## src/rtl/alu_result_sequencer.sv

```systemverilog
// rtl/alu_result_sequencer.sv - sequential ALU result sequencer with valid/ready handshake
//
// Purpose:
//    Latches one operation (AND/OR/ADD/SUB) and registers its operands for the
//    external logic and add/sub units. For ADD/SUB it waits ADD_LAT cycles before
//    capturing the result. It then presents the captured result under a
//    valid/ready handshake. A captured result can be fed back as operand A
//    (accumulate).
//
// Optional feature (macro ALU_FLAGS_EN):
//    defined   - Zero/Negative are registered from the captured value
//    undefined - Zero/Negative are tied to 0 and no flag registers exist
//
// Ports:
//    Clk, Rst                       clock, synchronous active-high reset
//    In_Valid/In_Ready              request handshake
//    Control, A_In, B_In, Acc_Sel   op select, operands, accumulate select
//    Op_A, Op_B, ADD_SUB_SEL        registered operands/op to external units
//    ADD_SUB_In, ADD_SUB_Cout       external add/sub result and carry
//    OR_In, AND_In                  external logic unit results
//    Out_Valid/Out_Ready            result handshake
//    nBitOut, Carry_Out             captured result and carry
//    Zero, Negative                 status flags

module alu_result_sequencer #(
   parameter int WIDTH   = 16,
   parameter int ADD_LAT = 1
) (
   input  logic             Clk,
   input  logic             Rst,
   input  logic             In_Valid,
   output logic             In_Ready,
   input  logic [1:0]       Control,
   input  logic [WIDTH-1:0] A_In,
   input  logic [WIDTH-1:0] B_In,
   input  logic             Acc_Sel,
   output logic [WIDTH-1:0] Op_A,
   output logic [WIDTH-1:0] Op_B,
   output logic             ADD_SUB_SEL,
   input  logic [WIDTH-1:0] ADD_SUB_In,
   input  logic             ADD_SUB_Cout,
   input  logic [WIDTH-1:0] OR_In,
   input  logic [WIDTH-1:0] AND_In,
   output logic             Out_Valid,
   input  logic             Out_Ready,
   output logic [WIDTH-1:0] nBitOut,
   output logic             Carry_Out,
   output logic             Zero,
   output logic             Negative
);

   localparam logic [3:0] LP_LAT = ADD_LAT[3:0];

   typedef enum logic [1:0] {S_IDLE, S_EXEC, S_HOLD} state_t;

   state_t           r_state;
   state_t           w_state_nxt;
   logic             w_in_ready;
   logic             w_out_valid;
   logic             w_capture;
   logic             w_accept;
   logic [WIDTH-1:0] w_sel_result;

   logic [WIDTH-1:0] r_op_a;
   logic [WIDTH-1:0] r_op_b;
   logic [1:0]       r_op;
   logic             r_add_sub_sel;
   logic [3:0]       r_cnt;
   // Doubles as the accumulator: both are loaded with the same value at capture
   // and both clear on reset, so one register serves both roles.
   logic [WIDTH-1:0] r_result;
   logic             r_carry;

   always_ff @(posedge Clk) begin
      if (Rst) r_state <= S_IDLE;
      else     r_state <= w_state_nxt;
   end

   always_comb begin
      w_state_nxt = r_state;
      w_in_ready  = 1'b0;
      w_out_valid = 1'b0;
      w_capture   = 1'b0;
      case (r_state)
         S_IDLE: begin
            w_in_ready = 1'b1;
            if (In_Valid) w_state_nxt = S_EXEC;
         end
         S_EXEC: begin
            if (r_cnt == 4'd0) begin
               w_capture   = 1'b1;
               w_state_nxt = S_HOLD;
            end
         end
         S_HOLD: begin
            w_out_valid = 1'b1;
            w_in_ready  = Out_Ready;
            if (Out_Ready) w_state_nxt = In_Valid ? S_EXEC : S_IDLE;
         end
         default: w_state_nxt = S_IDLE;
      endcase
   end

   assign w_accept = In_Valid & w_in_ready;

   always_comb begin
      w_sel_result = ADD_SUB_In;
      case (r_op)
         2'b00:   w_sel_result = AND_In;
         2'b01:   w_sel_result = OR_In;
         default: w_sel_result = ADD_SUB_In;
      endcase
   end

   always_ff @(posedge Clk) begin
      if (Rst) begin
         r_op_a        <= '0;
         r_op_b        <= '0;
         r_op          <= 2'b00;
         r_add_sub_sel <= 1'b0;
         r_cnt         <= 4'd0;
         r_result      <= '0;
         r_carry       <= 1'b0;
      end else begin
         if (w_accept) begin
            // In a back-to-back accept from HOLD, r_result is still the value
            // being handed off, which is exactly the accumulate operand wanted.
            r_op_a        <= Acc_Sel ? r_result : A_In;
            r_op_b        <= B_In;
            r_op          <= Control;
            r_add_sub_sel <= Control[1] & Control[0];
            r_cnt         <= Control[1] ? LP_LAT : 4'd0;
         end else if (r_state == S_EXEC && r_cnt != 4'd0) begin
            r_cnt <= r_cnt - 4'd1;
         end
         if (w_capture) begin
            r_result <= w_sel_result;
            r_carry  <= r_op[1] & ADD_SUB_Cout;
         end
      end
   end

`ifdef ALU_FLAGS_EN
   logic r_zero;
   logic r_negative;

   always_ff @(posedge Clk) begin
      if (Rst) begin
         r_zero     <= 1'b0;
         r_negative <= 1'b0;
      end else if (w_capture) begin
         r_zero     <= (w_sel_result == '0);
         r_negative <= w_sel_result[WIDTH-1];
      end
   end

   assign Zero     = r_zero;
   assign Negative = r_negative;
`else
   assign Zero     = 1'b0;
   assign Negative = 1'b0;
`endif

   assign In_Ready    = w_in_ready;
   assign Out_Valid   = w_out_valid;
   assign Op_A        = r_op_a;
   assign Op_B        = r_op_b;
   assign ADD_SUB_SEL = r_add_sub_sel;
   assign nBitOut     = r_result;
   assign Carry_Out   = r_carry;

endmodule

```

## config.mk

```make
export PLATFORM = sky130hd
export DESIGN_NAME = alu_result_sequencer
export DESIGN_NICKNAME = d
export VERILOG_FILES = /design/src/rtl/alu_result_sequencer.sv
export SDC_FILE = /design/constraint.sdc
export NUM_CORES = 1
export LEC_CHECK = 0
export CAP_MARGIN = 20
export CORE_AREA = 3 3 84 86
export CTS_BUF_LIST = sky130_fd_sc_hd__clkbuf_8 sky130_fd_sc_hd__clkbuf_16
export CTS_CLUSTER_DIAMETER = 80
export CTS_CLUSTER_SIZE = 20
export DETAILED_ROUTE_END_ITERATION = 6
export DIE_AREA = 0 0 87 89
export GPL_TIMING_DRIVEN = 1
export PLACE_DENSITY = 0.85
export SLEW_MARGIN = 20
export SYNTH_ARGS = -nofsm -noshare
export SYNTH_HDL_FRONTEND = slang
export SYNTH_SLANG_ARGS = --single-unit
```

## constraint.sdc

```tcl
create_clock -name Clk -period 4.7 [get_ports Clk]
set_clock_uncertainty 0.2 [all_clocks]
set_input_delay 0.94 -clock Clk [delete_from_list [all_inputs] [get_ports Clk]]
set_output_delay 0.94 -clock Clk [all_outputs]
set_load 0.005 [all_outputs]
```

### Yosys cells after proc, flatten, opt, wreduce, memory -nomap -nowiden

Cells that the tools add are included.

* register bits after elaboration: 58
* input bits: 88
* word-level logic and storage cells: 39

* add/sub/neg operators: 1
* eq/ne operators: 6
* muxes and demuxes: 14
* bitwise logic cells: 3
* reductions and logical operators: 7

Operators with widths (number)
* 16-bit one-hot mux with 2 select lines: 1
* 16-bit two-way mux: 1
* 4-bit two-way mux: 2
* 2-bit two-way mux: 3
* 2-bit inequality test, second input constant: 3
* 2-bit one-hot mux with 3 select lines: 1
* 1-bit two-way mux: 5
* 2-bit by 1-bit equality test with 1-bit output, second input constant: 2
* 2-bit zero test: 2
* 4-bit zero test: 1
* 4-bit nonzero test: 1
* 4-bit by 1-bit subtractor with 4-bit output, second input constant: 1
* 1-bit AND: 3
* 3-bit AND reduction: 1
* 2-bit equality test, second input constant: 1
* 1-bit one-hot mux with 2 select lines: 1
* 2-bit nonzero test: 1
* 1-bit logical AND: 1

### Depth between registers and ports, before layout

* depth in word-level cells: 4
* gate-level depth with buffers: 6
* mapped depth without buffers: 5

### Worst setup path after synthesis

OpenSTA, ideal clock, no wires.

* kind: input -> output
* from: input port Out_Ready
* to: output port In_Ready
* data arrival time: 1.433 ns
* path slack: 2.127 ns
* stages on the path: 3
* buffers on the path: 1
* path through: nor2b_1 clkbuf_1 nor2_1

* word-level cells in the longest chain between the ends: 1

RTL lines
* start: declaration: line 45 `input logic Out_Ready,`
* 1-bit one-hot mux with 2 select lines: line 84 `case (r_state)`
* end: declaration: line 32 `output logic In_Ready,`

Every way passes these cells.

### Worst setup path after layout

Ends and elaborated chain as after synthesis.

==> impl_metrics.ini <==
[clock_tree]
postCtsSetupRepairBufs = 0
numCtsBuffers = 9
clkSlewWorstSetupHoldPaths_ns = 0.06
clockBufferDepth = 2
cts_sinks = 58
root_buffer = clkbuf_8
cts_hold_buf = 0
h-tree-depth = 3
cts_tree = done
worstSkewPairLatency_ns = 0.32
cts.repair.resized = 0

[floorplanning]
die_x_um = 87
num_io_pins = 142
core_um2 = 6350
die_area_um2 = 7740
start_util_pct = 42.0
rows = 29
die_h_um = 89

[synthesis]
ys_ff_latch = 58
yosysWarningCount = 0
synth_top_family_by_area = compound AO/OA/AOI/OAI gates
post_synth_num_cell_types = 32
seq_area_frac_synth_pct = 43.6
netlist_area_um2 = 2670
synthMuxAreaShare_pct = 12.0
synth_compound_area_share_pct = 26.3
synthXorXnorAreaFrac_pct = 0
synthCells = 297
synth_adder_area_share_pct = 0.939
synth_simple_gate_area_share_pct = 11.2
syn-mean-instance-area_um2 = 8.97

[global_routing]
grt_pass1_wl_um = 12400
antenna_found_initial = 0
grt_max_degree = 43
grt-ovfl-total = 0
grt_usage_pct = 20.5
grt_pass1_vias = 2567

[final_layout]
num_antenna_cells = 0
fin_nets = 513
seq_area_um2 = 1160
final_core_utilization_pct = 66.6
nFillCells = 542
stdcell_area_um2 = 4230
drive_gt1_share_pct = 6.07
multiInputGateArea_um2 = 1350
layout_common_cells = clkdlybuf4s50_1 (138), dfxtp_1 (58), a21oi_1 (40), o21ai_0 (38), mux2i_1 (32)
area_delta_synth_final_pct = 58.7
mostFrequentLayoutCell = clkdlybuf4s50_1

[critical_path]
critPathRequiredTime_ns = 3.56
cpMostUsedCell = clkdlybuf4s50_1
slowest_stage = clkdlybuf4s50_1
cp_num_buf_inv = 3
crit_family = buffers and inverters
crit_path_start_kind = input pin
worstPathArrival_ns = 2.25
cp_cell_sequence = clkdlybuf4s50_1 > nor2b_1 > buf_4 > nor2_1 > clkdlybuf4s50_1
critPathCaptureType = output pin
worstPathMaxFanout = 22
max_stage_delay_ns = 0.50
crit_type = in -> out

[hold_path]
hold_class = reg -> reg

[place]
placed_cell_area_um2 = 4030
gp_congestion = 0.794
port_buffers = 139
hpwl_um = 6050

[routing]
drt_iter0_markers = 133
ant_nets = 0
drt-total-wl_um = 7920
detail_route.wl_per_cell_um = 15.7
dr.pass1.iters = 4
routed_via_density = 5.35
remaining_drc_errors = 0
vias = 2701

[power]
power.total_mw = 1.27
power_density_nw_per_um2 = 300
ir_worst_vdd_mv = 0.182
leakagePower_nw = 1.54

[timing]
whs_ns = 0.282
timing.final.crit_share_pct = 72.2
tightest_slew_ns = 1.02
drv_slew = 0
relSlewSlack_pct = 32.1
period_needed_ns = 3.39
grt_setup_unrepaired = false
max_freq_mhz = 295
final.setup.tns_ns = 0
setup_viol = 0
hold_viol_final = 0

[job]
cap_viol_max_count = 0

[status]
outcome = finished clean
==> logic make-up (layout without fill, tap and decap cells) <==
logic type / count (synthesis) / count (layout)
AO/OA/AOI/OAI: 116 / 116
flip-flops: 58 / 58
AND/OR/NAND/NOR: 56 / 56
multiplexers: 32 / 32
buffers and inverters: 32 / 162
adder cells (fa/ha/maj): 2 / 2
other: 1 / 2
==> cell usage after synthesis (all sizes together) <==
cell type	count	area, um2
buf	17	100
a2111oi	1	8.76
dfxtp	58	1160
mux2i	32	320
nor3b	1	12.5
nor3	3	26.3
ha	2	25.0
nor2	5	18.8
inv	3	11.3
and2b	1	7.51
a21o	1	7.51
conb	1	3.75
or3	1	6.26
a2bb2oi	1	8.76
nand2	16	60.1
or4	2	15.0
clkbuf	12	45.0
nand3	18	90.1
or3b	1	11.3
a22o	16	140
o21ai	38	190
nand4	2	12.5
nor2b	3	18.8
nand2b	3	18.8
a221oi	1	8.76
a21oi	41	209
a211oi	17	128
==> metal layers <==
layer	share of wire, %	track usage (%)
met5	0	0
met4	0.87	7.65
met3	8.8	6.18
met2	50	35.5
met1	40	23.8
==> through the flow <==
stage / instances / setup WS, ns
floorplan: 298 / 2.13
global placement: 488 / 1.32
detailed placement: 488 / 1.31
CTS: 504 / 1.31
global route: 505 / 1.27
finish: 505 / 1.31
==> flip-flops by register name, indices dropped and copies added, names as in the netlist <==
name,flops
r_cnt,4
Carry_Out,1
nBitOut,16
r_state,2
r_op,2
ADD_SUB_SEL,1
Op_A,16
Op_B,16
==> worst min-delay path, delay by kind of cell (launching register included) <==
family | cells | cell delay (ns)
flops | 1 | 0.30
compound gates | 2 | 0.13
==> final cells by class <==
cell class	count	share of cell area, %
Timing Repair Buffer	143	33.5
Inverter	3	0.266
Multi-Input combinational cell	208	32.0
Tap cell	77	2.28
Sequential cell	58	27.5
Clock buffer	12	3.91
Clock inverter	4	0.592
==> power by group <==
part	leakage, nW	internal (mW)	switching [mW]
sequential	0.476	0.529	0.0338
clock	0.0944	0.232	0.191
combinational	0.974	0.175	0.107
total	1.54	0.936	0.332
==> final timing paths <==
kind / start / end / slack [ns] / cells after the start
worst min-delay path: Op_B[8] / Op_B[8] / 0.28 / 2
worst max register to register: r_cnt[0] / nBitOut[14] / 2.63 / 5
worst min register to register: Op_B[8] / Op_B[8] / 0.28 / 2
worst max-delay path: Out_Ready / In_Ready / 1.31 / 5
No activity file was read; power rests on OpenSTA's default activity.
